==> config.mk <==
export PLATFORM = sky130hd
export DESIGN_NAME = imem_loader
export DESIGN_NICKNAME = d
export VERILOG_FILES = /design/src/rtl/imem_loader_pkg.sv /design/src/rtl/imem_byte_writer.sv /design/src/rtl/imem_loader.sv
export SDC_FILE = /design/constraint.sdc
export NUM_CORES = 1
export LEC_CHECK = 0
export ABC_AREA = 1
export CORE_ASPECT_RATIO = 0.8
export CORE_UTILIZATION = 30
export CTS_CLUSTER_SIZE = 12
export DETAILED_ROUTE_END_ITERATION = 8
export GPL_TIMING_DRIVEN = 1
export PLACE_DENSITY = 0.54
export SLEW_MARGIN = 10
export SYNTH_ARGS = -nofsm -noshare
export SYNTH_HDL_FRONTEND = slang
export SYNTH_SLANG_ARGS = --single-unit
==> constraint.sdc <==
create_clock -name clk -period 4 [get_ports clk]
set_input_delay 0.6 -clock clk [delete_from_list [all_inputs] [get_ports clk]]
set_output_delay 0.6 -clock clk [all_outputs]
set_load 0.02 [all_outputs]
==> src/rtl/imem_loader_pkg.sv <==
// rtl/imem_loader_pkg.sv - shared types and constants for the instruction memory loader
package imem_loader_pkg;

    localparam int HDR_W = 16;

    typedef enum logic [2:0] {
        LEN_HI,
        LEN_LO,
        DATA,
        CSUM,
        DONE,
        ERR
    } state_t;

    localparam logic [1:0] ERR_NONE = 2'd0;
    localparam logic [1:0] ERR_LEN  = 2'd1;
    localparam logic [1:0] ERR_CSUM = 2'd2;

endpackage

==> src/rtl/imem_byte_writer.sv <==
// rtl/imem_byte_writer.sv - registered byte write port with sequential address generation
module imem_byte_writer
    import imem_loader_pkg::*;
#(
    parameter int          ADDR_W    = 32,
    parameter int unsigned BASE_ADDR = 0
) (
    input  logic              clk,
    input  logic              rst,
    input  logic              clr,
    input  logic              wr,
    input  logic [7:0]        data,
    output logic              mem_we,
    output logic [ADDR_W-1:0] mem_addr,
    output logic [7:0]        mem_wdata,
    output logic [HDR_W-1:0]  count
);

    // The address is taken from the pre-increment count so payload byte k lands at BASE_ADDR+k.
    always_ff @(posedge clk) begin
        if (rst) begin
            mem_we    <= 1'b0;
            mem_addr  <= ADDR_W'(BASE_ADDR);
            mem_wdata <= 8'd0;
            count     <= '0;
        end else begin
            mem_we <= wr;
            if (clr) begin
                count <= '0;
            end else if (wr) begin
                mem_addr  <= ADDR_W'(BASE_ADDR) + ADDR_W'(count);
                mem_wdata <= data;
                count     <= count + 1'b1;
            end
        end
    end

endmodule

==> src/rtl/imem_loader.sv <==
// rtl/imem_loader.sv - framed byte-stream loader for the instruction memory
module imem_loader
    import imem_loader_pkg::*;
#(
    parameter int unsigned DEPTH     = 512,
    parameter int          ADDR_W    = 32,
    parameter int unsigned BASE_ADDR = 0
) (
    input  logic              clk,
    input  logic              rst,
    input  logic              in_valid,
    input  logic [7:0]        in_data,
    output logic              in_ready,
    input  logic              clear,
    output logic              mem_we,
    output logic [ADDR_W-1:0] mem_addr,
    output logic [7:0]        mem_wdata,
    output logic              cpu_hold,
    output logic              busy,
    output logic              done,
    output logic              err,
    output logic [1:0]        err_code,
    output logic [15:0]       byte_count
);

    state_t             state, state_n;
    logic [HDR_W-1:0]   length;
    logic [7:0]         csum;
    logic [1:0]         ecode;
    logic               accept;
    logic [HDR_W-1:0]   len_n;
    logic [ADDR_W:0]    frame_end;
    logic               overflow;
    logic               last_byte;

    assign accept    = in_valid && in_ready;
    assign len_n     = {length[15:8], in_data};
    // One extra bit keeps BASE_ADDR + N from wrapping before the compare.
    assign frame_end = (ADDR_W+1)'(BASE_ADDR) + (ADDR_W+1)'(len_n);
    assign overflow  = frame_end > (ADDR_W+1)'(DEPTH);
    assign last_byte = (byte_count + 16'd1) == length;

    imem_byte_writer #(
        .ADDR_W   (ADDR_W),
        .BASE_ADDR(BASE_ADDR)
    ) u_writer (
        .clk      (clk),
        .rst      (rst),
        .clr      (accept && state == LEN_HI),
        .wr       (accept && state == DATA),
        .data     (in_data),
        .mem_we   (mem_we),
        .mem_addr (mem_addr),
        .mem_wdata(mem_wdata),
        .count    (byte_count)
    );

    always_ff @(posedge clk) begin
        if (rst) begin
            state  <= LEN_HI;
            length <= '0;
            csum   <= 8'd0;
            ecode  <= ERR_NONE;
        end else begin
            state <= state_n;
            case (state)
                LEN_HI: if (accept) begin
                    length[15:8] <= in_data;
                    csum         <= 8'd0;
                end
                LEN_LO: if (accept) begin
                    length[7:0] <= in_data;
                    if (overflow) ecode <= ERR_LEN;
                end
                DATA:   if (accept) csum <= csum ^ in_data;
                CSUM:   if (accept && in_data != csum) ecode <= ERR_CSUM;
                DONE, ERR: if (clear) ecode <= ERR_NONE;
                default: ;
            endcase
        end
    end

    always_comb begin
        state_n = state;
        case (state)
            LEN_HI: if (accept) state_n = LEN_LO;
            LEN_LO: if (accept) begin
                if (overflow)        state_n = ERR;
                else if (len_n == 0) state_n = CSUM;
                else                 state_n = DATA;
            end
            DATA:   if (accept && last_byte) state_n = CSUM;
            CSUM:   if (accept) state_n = (in_data == csum) ? DONE : ERR;
            DONE, ERR: if (clear) state_n = LEN_HI;
            default: state_n = LEN_HI;
        endcase
    end

    always_comb begin
        in_ready = 1'b0;
        busy     = 1'b0;
        cpu_hold = 1'b1;
        done     = 1'b0;
        err      = 1'b0;
        err_code = ecode;
        case (state)
            LEN_HI:         in_ready = 1'b1;
            LEN_LO, DATA, CSUM: begin
                in_ready = 1'b1;
                busy     = 1'b1;
            end
            DONE: begin
                done     = 1'b1;
                cpu_hold = 1'b0;
            end
            ERR:            err = 1'b1;
            default: ;
        endcase
    end

endmodule

Word-level counts from Yosys, hierarchy flattened
Cells that the tools add are included.

Add/sub/neg operators: 1. Magnitude comparators: 1. Equality and inequality tests: 16. Mux-type cells: 22. Bitwise logic cells: 2. Reduce and logical (&&, ||, !) cells: 19.

Operator list (count): 2-to-1 mux 3 bit (6); adder 16 x 1 -> 16 bit (second input constant) (1); equality test 16 bit (1); greater-than comparator 16 x 10 -> 1 bit (second input constant) (1); zero test 16 bit (1); 2-to-1 mux 8 bit (2); case mux 8 bit (2 select lines) (1); case mux 3 bit (5 select lines) (1); inequality test 2 bit (second input constant) (7); AND reduction 5 bit (2); equality test 8 bit (1); 2-to-1 mux 2 bit (4); inequality test 8 bit (1); XOR 8 bit (1); 2-to-1 mux 1 bit (7); equality test 3 x 2 -> 1 bit (second input constant) (2); equality test 3 bit (second input constant) (2); case mux 2 bit (3 select lines) (1); AND reduction 2 bit (3); logical AND 1 bit (5); OR reduction 2 bit (2); OR reduction 4 bit (1); equality test 3 x 1 -> 1 bit (second input constant) (1); zero test 3 bit (1); other kinds (6) (6).

Register bits: 70. Input port bits: 12. Word-level logic and storage cells: 70.

Longest topological paths before layout
Gate-level depths: netlist of the first run.

Word-level depth: 7. Depth in mapped cells: 16. Depth with buffers taken out: 16.

Hierarchy
From an unflattened synthesis of the first run, not the netlist that was laid out.

Cells, all modules: 581. Area, all modules: 3813.7 µm².

By module, submodules not included: imem_loader (times used 1, cells an instance 347, area an instance 2043.2 µm²); imem_byte_writer (times used 1, cells an instance 234, area an instance 1770.4 µm²).

Worst setup path after synthesis of the first run
OpenSTA, ideal clock, no wires.

Kind: register to register. From: register u_writer.count[0]. To: register state[2]. Setup time: 0.113 ns. Data arrival time: 1.830 ns. Required time: 3.887 ns. Setup slack: 2.057 ns. Cell stages (with the launch flop): 17. Path buffers: 0. Clock period less this slack: 1.943 ns. Cell sequence: dfxtp_1 > ha_1 > nand2_1 > nor2_4 > nand2_2 > nand2_1 > nand2_2 > nand2_1 > nand2_1 > nor2_1 > nand2_1 > nor2_2 > nand3_1 > nand2_2 > nand2_1 > nand2_1 > nor2_1.

Cells in the longest elaborated chain, start to end: 5.

RTL lines: start, declared (line imem_byte_writer.sv:16) `output logic [HDR_W-1:0] count`; start signal, assigned (line imem_byte_writer.sv:33) `count <= count + 1'b1;`; adder 16 x 1 -> 16 bit (line imem_loader.sv:41) `assign last_byte = (byte_count + 16'd1) == length;`; equality test 16 bit (line imem_loader.sv:41); logical AND 1 bit (line imem_loader.sv:92) `DATA: if (accept && last_byte) state_n = CSUM;`; inequality test 2 x 1 -> 1 bit (no line); AND reduction 5 bit (no line); end signal, assigned (line imem_loader.sv:65) `state <= state_n;`; end, declared (line imem_loader.sv:26) `state_t state, state_n;`.

Every way passes these cells. A chain may end at the register's enable or synchronous reset.

Worst setup path in the final report of the first run
Ends and elaborated chain as after synthesis.

==> out/metrics.yaml, run 1 <==
status:
  status: "complete, but fails checks"
  failing_checks: "DRC"
drt:
  ant_nets: 0
  detail_route.vias_per_cell: 4.815
  routedWlPerCell_um: 14.08
  detail_route.drc_violations: 5
  drt-pass1-iter-count: 7
  detailedRoute.firstIterationViolations: 213
  dr_total_vias: 3563
  drt_wl_total_mm: 10.42
placement:
  placedCellCount: 725
  dp_hpwl_mm: 7.436
  dp_worst_setup_slack_ps: 1525
  number_of_input_and_output_port_buffers_inserted: 59
  gp_routability_congestion: 0.8481
yosys:
  number_of_storage_elements_in_the_synthesis_netlist: 70
  area_of_the_mapped_netlist_um2: 3623
  synthesis.yosys.warnings: 0
  ys.flop_type: "dfxtp_1"
  synth_cells: 533
  avgSynthCellArea_um2: 6.798
  synthDistinctLibCells: 32
  yosysSeqAreaShare_pct: 38.67
  synth-async-reset-ratio_pct: 0
  number_of_enable_type_register_cells_in_the_synthesized_netlist: 0
worst_hold_path:
  hold_critical_path_depth: 2
  worst_hold_path.endpoint: "err_code[1]"
  worst_hold_path_type: "reg2reg"
  worst_hold_startpoint: "err_code[1]"
grt:
  vias_in_the_first_global_route: 3335
  groute.usage.overall_pct: 17.08
  grt_antenna_before_repair: 0
  gr-total-overflow: 0
  largest_net_degree_at_the_start_of_global_routing: 50
  first_pass_grt_wire_length_mm: 16.71
clock_tree:
  clock_buffer_count_from_cts: 9
  cts.htree.levels: 3
  post-cts-setup-buffers: 0
  cts_tree: "done"
  cts.clk_slew.worst_paths_ps: 60
  cts_buffer_depth: 2
  tritoncts_num_sinks: 70
  clock_latency_ps: 330
  postCtsHoldBufs: 0
  clock_root_buffer: "clkbuf_16"
  post_cts_resized: 0
sta:
  report.final.setup_viol: 0
  layout_min_cycle_time_ps: 2279
  min_period_over_period_pct: 56.98
  hold_viol_final: 0
  clock.fmax_mhz: 438.7
  final_critical_path_setup_slack_ps: 1721
  finalSetupTns_ps: 0
  final_max_slew_viol_count: 0
  fin_skew_ps: 5.217
  grt_setup_unrepaired: "no"
power_and_ir_drop:
  static-leakage-power_nw: 1.938
  totalPowerFinal_mw: 2.852
  p_per_area_nw_per_um2: 619.2
  peakVddDrop_uv: 226.2
floorplanning:
  core_region_area_um2: 11650
  number_of_primary_i_o_pins: 76
  core.rowCount: 35
  die_area_um2: 12530
  dieWidth_um: 124.9
  initial_cell_density_of_the_core_pct: 31.11
  chipHeight_um: 100.3
critical_path:
  critical_path_peak_fanout: 6
  worstReg2RegEnd: "state[2]"
  arrival_ps: 2500
  ff2ff_setup_slack_ps: 1720
  timing.critical_path.to_type: "register"
  critical_path_required_ps: 4220
  cp_launch_type: "register"
  r2r_start: "u_writer.count[0]"
  reg2reg_depth: 14
  critPathKind: "reg2reg"
layout:
  finish.net_count: 601
  synthesis_to_finish_area_growth_pct: 27.14
  layout_commonest_cell: "nand2_1"
  fillers: 1200
  drive_gt1_share_pct: 7.095
  diodes: 0
  mostFrequentLayoutCells: "83 x nand2_1, 70 x dfxtp_1, 69 x nor2_1, 64 x inv_1, 59 x clkdlybuf4s50_1"
  finalNonFillerCells: 740
job:
  timing.max_cap.violations: 0
==> worst max-delay path, cell delays in order (launching register included) <==
cell and delay [ps]:
dfxtp_1 480, ha_1 300, nand3_1 170, nor2_1 300, nand2_1 120, nand3_1 100
nand2_1 50, nor2_1 100, nand2_1 80, nor2_2 90, nand3_1 110, nand2_2 110
nand2_1 50, nand2_1 50, nor2_1 40
==> registers in the layout, indices dropped and copies added, names as in the netlist <==
signal / cells
u_writer.mem_wdata: 8
length: 16
state: 3
u_writer.mem_we: 1
csum: 8
u_writer.mem_addr: 16
err_code: 2
u_writer.count: 16
==> synthesized netlist by cell type (3+ instances only) <==
master    count  area, µm²
dfxtp_1      70       1401
nand2_1      83      311.6
clkbuf_1     14      52.55
xnor2_1       6      52.55
nand4_1      17      106.4
nor2_4        4      45.04
a21oi_1      39      195.2
nand2_2       9      56.30
nand3_1      48      240.2
a31oi_1       3      18.77
xor2_1        3      26.28
nor2_2        3      18.77
nor2_1       69      259.0
inv_1        64      240.2
o211ai_1      6      45.04
buf_4        18      135.1
o21ai_0      57      285.3
==> worst max path at each step <==
stage                     depth (start not counted)  slack, ps           to         startpoint
after CTS                                        14       1710     state[2]  u_writer.count[0]
after detailed placement                         11       1530  err_code[1]         in_data[4]
after floorplan                                  16       2060     state[2]  u_writer.count[0]
after global placement                            6       1470    length[4]           in_valid
final                                            14       1720     state[2]  u_writer.count[0]
after global routing                             14       1470     state[2]  u_writer.count[0]
==> cell type report <==
class | count | area [µm²] | area share [%]
Clock inverter | 6 | 87.58 | 1.901
Inverter | 66 | 247.7 | 5.378
Timing Repair Buffer | 63 | 620.6 | 13.47
Multi-Input combinational cell | 378 | 1839 | 39.92
Clock buffer | 9 | 225.2 | 4.889
Tap cell | 148 | 185.2 | 4.020
Sequential cell | 70 | 1401 | 30.42
==> cells by family (layout without fill, tap and decap cells) <==
logic type	after synthesis	count (layout)	synth area share, %
and+or+nand+nor	243	243	30.46
AOI/OAI and AO/OA	109	109	15.99
buffers and inverters	100	144	12.26
DFF	70	70	38.67
xor gates and xnor gates	9	9	2.176
adders and majority gates	1	1	0.3452
other	1	16	0.1035
==> layer usage <==
| metal | share of wire (%) | vias up | routed length (µm) | track usage, % |
|---|---|---|---|---|
| met4 | 1.4 | 0 | 143 | 5.910 |
| met2 | 44 | 75 | 4628 | 27.87 |
| met3 | 3.7 | 11 | 382 | 3.731 |
| met5 | 0 | - | 0 | 0 |
| met1 | 51 | 1646 | 5265 | 22.40 |
| li1 | - | 1831 | - | - |
==> power by group <==
| part | leakage, nW | internal [mW] | switching [mW] | total, mW |
|---|---|---|---|---|
| combinational | 1.21 | 0.392 | 0.642 | 1.03 |
| clock | 0.155 | 0.542 | 0.311 | 0.853 |
| sequential | 0.569 | 0.842 | 0.123 | 0.965 |
==> stage by stage <==
| step | util [%] | hold slack (ps) | cell area, µm² |
|---|---|---|---|
| floorplan | - | 444.3 | 3680 |
| detailed placement | 36.86 | 446.0 | 4294 |
| global placement | 36.86 | 439.9 | 4294 |
| finish | 39.55 | 463.8 | 4607 |
| CTS | 39.55 | 459.6 | 4607 |
| global route | 39.55 | 490.9 | 4607 |
(Power assumes the default switching activity.)
==> run 2, diff against run 1 <==
==> constraint.sdc (replaced) <==
create_clock -name clk -period 2.1 [get_ports clk]
set_input_delay 0.315 -clock clk [delete_from_list [all_inputs] [get_ports clk]]
set_output_delay 0.315 -clock clk [all_outputs]
set_load 0.02 [all_outputs]
==> out/metrics.yaml, run 2 (synthesized netlist as in run 1, its figures left out) <==
critical_path:
  cp-endpoint: "done"
  worstReg2RegEnd: "state[2]"
  reg2reg_depth: 15  # +1
  r2r_start: "u_writer.count[1]"
  critPathMostFrequentCell: "nor2_1"
  cp_launch_type: "register"
  slowest_delay_ps: 620  # +140 ps
  critical_path_required_ps: 1780  # -2440 ps
  crit_chain: "nor2_1 > inv_1 > nor2_1 > clkdlybuf4s50_1"
  critical_path_peak_fanout: 4  # -2
  arrival_ps: 1670  # -830 ps
  critPathKind: "reg2out"
  cp_max_stage_cell: "clkdlybuf4s50_1"
  startpoint_of_the_worst_setup_timing_path: "state[1]"
  timing.critical_path.to_type: "output pin"
  ff2ff_setup_slack_ps: 180  # -1540 ps
placement:
  dpl-instance-area_um2: 4479  # +4.3%
  dp_worst_setup_slack_ps: -40.35  # -1565 ps
  gp_routability_congestion: 0.9817  # +16%
  dp_hpwl_mm: 7.747  # +4.2%
  number_of_input_and_output_port_buffers_inserted: 59  # unchanged
drt:
  detail_route.drc_violations: 4  # -1
  detail_route.vias_per_cell: 4.832  # +0.35%
  detailedRoute.firstIterationViolations: 381  # +79%
  dr_total_vias: 3706  # +4.0%
  routedWlPerCell_um: 13.95  # -0.93%
  drt-pass1-iter-count: 9  # +2
  drt_wl_total_mm: 10.70  # +2.7%
  ant_nets: 0  # unchanged
floorplanning:
  number_of_primary_i_o_pins: 76  # unchanged
  core.rowCount: 35  # unchanged
  initial_cell_density_of_the_core_pct: 31.11  # unchanged
  core_region_area_um2: 11650  # unchanged
  chipHeight_um: 100.3  # unchanged
  dieWidth_um: 124.9  # unchanged
  die_area_um2: 12530  # unchanged
clock_tree:
  clock_root_buffer: "clkbuf_16"
  cts.htree.levels: 3  # unchanged
  clock_buffer_count_from_cts: 9  # unchanged
  clock_latency_ps: 340  # about the same
  tritoncts_num_sinks: 70  # unchanged
  cts_tree: "done"
  cts_buffer_depth: 2  # unchanged
  cts.clk_slew.worst_paths_ps: 60  # about the same
status:
  status: "complete, but fails checks"
  failing_checks: "DRC"
sta:
  layout_min_cycle_time_ps: 1981
  clock.fmax_mhz: 504.9
  final_critical_path_setup_slack_ps: 119.4  # -1601 ps
  report.final.setup_viol: 0  # unchanged
  final_max_slew_viol_count: 0  # unchanged
  finalSetupTns_ps: 0  # unchanged
  fin_skew_ps: 6.328  # +1.111 ps
  hold_viol_final: 0  # unchanged
  min_period_over_period_pct: 94.31
grt:
  grt_antenna_before_repair: 0  # unchanged
  gr-total-overflow: 0  # unchanged
  vias_in_the_first_global_route: 3322  # -0.39%
  groute.usage.overall_pct: 17.49  # +0.41 points
  first_pass_grt_wire_length_mm: 16.84  # +0.78%
  largest_net_degree_at_the_start_of_global_routing: 51  # +2.0%
job:
  timing.max_cap.violations: 0  # unchanged
layout:
  storage_cell_area_um2: 1411  # +0.71%
  synthesis_to_finish_area_growth_pct: 35.19
  layout_commonest_cell: "nand2_1"
  finish.net_count: 627  # +4.3%
  multi_input_comb_area_um2: 1882  # +2.3%
  diodes: 0  # unchanged
  mostFrequentLayoutCells: "78 x nand2_1, 66 x nor2_1, 64 x inv_1, 62 x dfxtp_1, 59 x clkdlybuf4s50_1"
  stdcell_area_um2: 4898  # +6.3%
  drive_gt1_share_pct: 14.05  # +7.0 points
  biggestRegsByFlops: "length (16), u_writer.count (16), u_writer.mem_addr (16)"
  fillers: 1188  # -1.0%
worst_hold_path:
  worst_hold_path_type: "reg2reg"
  worst_hold_startpoint: "err_code[1]"
power_and_ir_drop:
  peakVddDrop_uv: 476.3  # +110%
  p_per_area_nw_per_um2: 1139  # +84%
  static-leakage-power_nw: 2.081  # +7.4%
run 2: changes by cell type in the layout (fill, tap and decap cells not counted), moves of 2 or more:
cell,delta
o21ai_1,+2
dfxtp_1,-8
inv_6,+2
buf_4,+20
o21ai_0,-2
nand2_2,+5
nor2_2,+2
dfxtp_2,+8
nor2_1,-3
buf_12,+3
nand2_1,-5
buf_6,+3
run 2: metrics by stage:
step,instances,power [mW],utilization (%),hold WS (ps)
after CTS,764,5.575,41.10,461.6
final,767,5.581,42.05,454.8
after global placement,748,3.967,38.45,438.0
after floorplan,548,3.129,-,377.4
after global routing,767,5.951,42.05,485.6
after detailed placement,748,3.969,38.45,450.0
run 2: how the worst min path moves through the flow:
stage | cells past startpoint | slack [ps] | endpoint
finish | 2 | 450 | err_code[1]
global route | 2 | 490 | length[6]
CTS | 2 | 460 | err_code[1]
detailed placement | 2 | 450 | err_code[1]
global placement | 2 | 440 | err_code[1]
floorplan | 1 | 380 | state[0]
run 2: metal layers:
| layer | GRT usage (%) | vias up | share of wire (%) |
|---|---|---|---|
| met1 | 23.55 | 1713 | 49 |
| met2 | 26.66 | 99 | 44 |
| li1 | - | 1878 | - |
| met4 | 7.036 | 0 | 1.7 |
| met3 | 4.584 | 16 | 5.0 |
| met5 | 0 | - | 0 |
run 2: final cells by class:
type	count	share of cell area (%)
clock inverter	6	1.405
inverter	66	5.057
clock buffer	10	4.879
timing repair buffer	89	17.65
tap	148	3.780
multi-input combinational	378	38.42
sequential	70	28.81
run 2: repair_timing:
item                       in CTS  in global routing
buffers inserted                0                  3
hold buffers                    0                  0
setup endpoints to repair       0                  3
gates resized for setup         0                 25
run 2: where the power goes:
| part | switching [mW] | total [mW] | internal, mW |
|---|---|---|---|
| clock | 0.630 | 1.59 | 0.961 |
| combinational | 1.32 | 2.17 | 0.855 |
| sequential | 0.210 | 1.82 | 1.61 |
run 2: critical path: cells and delay by family (launching register included):
family	cells	cell delay, ps
flops	1	350
buf+inv	2	710
simple gates	2	280
==> run 3, diff against run 2 <==
--- a/config.mk
+++ b/config.mk
@@ -7,6 +7,7 @@
 export LEC_CHECK = 0
 export ABC_AREA = 1
 export CORE_ASPECT_RATIO = 0.8
+export CORE_MARGIN = 3
 export CORE_UTILIZATION = 30
 export CTS_CLUSTER_SIZE = 12
 export DETAILED_ROUTE_END_ITERATION = 8
==> constraint.sdc (replaced) <==
create_clock -name clk -period 2 [get_ports clk]
set_input_delay 0.3 -clock clk [delete_from_list [all_inputs] [get_ports clk]]
set_output_delay 0.3 -clock clk [all_outputs]
set_load 0.02 [all_outputs]
==> out/metrics.yaml, run 3 (synthesized netlist as in run 1, its figures left out) <==
status:
  status: "finished, final reports clean"
clock_tree:
  cts.htree.levels: 3  # unchanged
  postCtsHoldBufs: 0  # unchanged
  clock_buffer_count_from_cts: 9  # unchanged
  cts_tree: "done"
  tritoncts_num_sinks: 70  # unchanged
  cts_buffer_depth: 2  # unchanged
  clock_root_buffer: "clkbuf_16"
  cts.clk_slew.worst_paths_ps: 60  # about the same
  clock_latency_ps: 340  # about the same
drt:
  detailedRoute.firstIterationViolations: 192  # -50%
  drt_wl_total_mm: 11.40  # +6.6%
  dr_total_vias: 3839  # +3.6%
  ant_nets: 0  # unchanged
  routedWlPerCell_um: 14.56  # +4.4%
  drt-pass1-iter-count: 4  # -5
  detail_route.drc_violations: 0  # -4
  detail_route.vias_per_cell: 4.903  # +1.5%
grt:
  gr-total-overflow: 0  # unchanged
  vias_in_the_first_global_route: 3668  # +10%
  largest_net_degree_at_the_start_of_global_routing: 62  # +22%
  groute.usage.overall_pct: 16.73  # -0.75 points
  grt_antenna_before_repair: 0  # unchanged
  first_pass_grt_wire_length_mm: 18.11  # +7.5%
worst_hold_path:
  worst_hold_path.endpoint: "err_code[1]"
  worst_hold_path_type: "reg2reg"
  hold_critical_path_depth: 2  # unchanged
  worst_hold_startpoint: "err_code[1]"
layout:
  biggestRegsByFlops: "length (16), u_writer.count (16), u_writer.mem_addr (16)"
  diodes: 0  # unchanged
  finish.net_count: 643  # +2.6%
  final_core_utilization_pct: 43.18  # +1.1 points
  mostFrequentLayoutCells: "79 x nand2_1, 66 x nor2_1, 64 x dfxtp_1, 63 x inv_1, 56 x clkdlybuf4s50_1"
  multi_input_comb_area_um2: 1896  # +0.73%
  stdcell_area_um2: 5030  # +2.7%
  finalNonFillerCells: 783  # +2.1%
  storage_cell_area_um2: 1414  # +0.18%
  drive_gt1_share_pct: 15.91  # +1.9 points
  synthesis_to_finish_area_growth_pct: 38.81
  layout_commonest_cell: "nand2_1"
  fillers: 1191  # +0.25%
floorplanning:
  number_of_primary_i_o_pins: 76  # unchanged
  dieWidth_um: 128.9  # +3.2%
  core_region_area_um2: 11650  # unchanged
  die_area_um2: 13440  # +7.3%
  chipHeight_um: 104.3  # +4.0%
  core.rowCount: 35  # unchanged
  initial_cell_density_of_the_core_pct: 31.11  # unchanged
critical_path:
  startpoint_of_the_worst_setup_timing_path: "u_writer.count[0]"
  worstPathBufferInverterCount: 0  # -2
  timing.critical_path.to_type: "register"
  r2r_start: "u_writer.count[0]"
  arrival_ps: 2130  # +460 ps
  cp_max_stage_cell: "dfxtp_2"
  critical_path_peak_fanout: 5  # +1
  cp_num_cells: 16  # +12
  crit_chain: "ha_4 > nand2_4 > nor2_4 > nand2_2 > nand2_1 > nand2_2 > nand2_1 > nand2_1 > nor2_1 > nand2_1 > nor2_2 > nand3_1 > nand2_2 > nand2_1 > nand2_1 > nor2_1"
  ff2ff_setup_slack_ps: 100  # -80 ps
  slowest_delay_ps: 360  # -260 ps
  critPathMostFrequentCell: "nand2_1"
  cp_launch_type: "register"
  worstReg2RegEnd: "state[2]"
  reg2reg_depth: 16  # +1
  dominant_delay_contributor_by_cell_family_on_the_critical_path: "simple AND/OR/NAND/NOR gates"
  critPathKind: "reg2reg"
  critical_path_required_ps: 2230  # +450 ps
sta:
  final_max_slew_viol_count: 0  # unchanged
  clock.fmax_mhz: 525.8
  report.final.setup_viol: 0  # unchanged
  fin_skew_ps: 4.902  # -1.427 ps
  grt_setup_unrepaired: "yes"
  hold_viol_final: 0  # unchanged
  layout_min_cycle_time_ps: 1902
  min_period_over_period_pct: 95.09
placement:
  dpl-instance-area_um2: 4602  # +2.7%
  placedCellCount: 761  # +1.7%
  dp_hpwl_mm: 8.465  # +9.3%
  number_of_input_and_output_port_buffers_inserted: 59  # unchanged
  gp_routability_congestion: 0.9100  # -7.3%
power_and_ir_drop:
  comb_power_share_pct: 40.1  # +1.2 points
  power.share.switching_pct: 38.77  # +0.12 points
  peakVddDrop_uv: 434.8  # -8.7%
  fraction_of_power_consumed_by_the_clock_network_pct: 27.5  # -1.0 points
  totalPowerFinal_mw: 5.890  # +5.5%
  p_int_mw: 3.607  # +5.3%
  static-leakage-power_nw: 2.217  # +6.5%
  p_sw_mw: 2.284  # +5.9%
  p_per_area_nw_per_um2: 1171  # +2.8%
  power.sequential.fraction_pct: 32.4  # -0.2 points
job:
  timing.max_cap.violations: 0  # unchanged
run 3: cell type report:
type / count / area share (%)
repair buffers: 104 / 19.58
well taps: 148 / 3.682
clock inverters: 7 / 1.468
clock buffers: 9 / 4.478
multi-input cells: 379 / 37.69
inverters: 66 / 5.000
flip-flops and latches: 70 / 28.11
run 3: metrics by stage:
step / hold WS [ps] / worst slack, ps / TNS (ps)
detailed placement: 434.4 / -101.2 / -196.3
finish: 442.6 / 98.10 / 0
global route: 472.3 / -48.71 / -84.90
floorplan: 362.4 / 57.37 / 0
CTS: 444.3 / 9.774 / 0
global placement: 439.4 / -118.9 / -208.7
run 3: worst register-to-register path: cells and delay by family (launching register included):
| kind | cells | cell delay (ps) |
|---|---|---|
| AND/OR/NAND/NOR | 15 | 1250 |
| flip-flops | 1 | 360 |
| adder cells (fa/ha/maj) | 1 | 180 |
run 3: metal layers:
layer,part of all wire [%],vias to the layer above,track usage [%]
li1,-,1911,-
met1,48,1812,22.93
met2,45,102,25.67
met3,5.9,14,4.671
met4,1.3,0,4.648
met5,0,-,0
run 3: how the worst max path moves through the flow:
stage	end	slack [ps]
floorplan	state[2]	60
global placement	state[0]	-120
detailed placement	state[0]	-100
CTS	state[2]	10
global route	state[2]	-50
finish	state[2]	100
run 3: power groups by stage:
stage | Sequential, mW | Clock (mW) | Combinational (mW)
6_report | 1.91 | 1.62 | 2.36
5_1_grt | 1.95 | 1.72 | 2.62
3_5_place_dp | 1.92 | 0 | 2.33
2_1_floorplan | 2.06 | 0 | 1.23
4_1_cts | 1.89 | 1.65 | 2.34
3_3_place_gp | 1.91 | 0 | 2.32
run 3: repair_timing:
action	in CTS	in global routing
buffers inserted	0	5
hold endpoints to repair	0	0
gates cloned	0	1
pin swaps	0	9
setup endpoints to repair	2	6
gates resized for setup	1	29
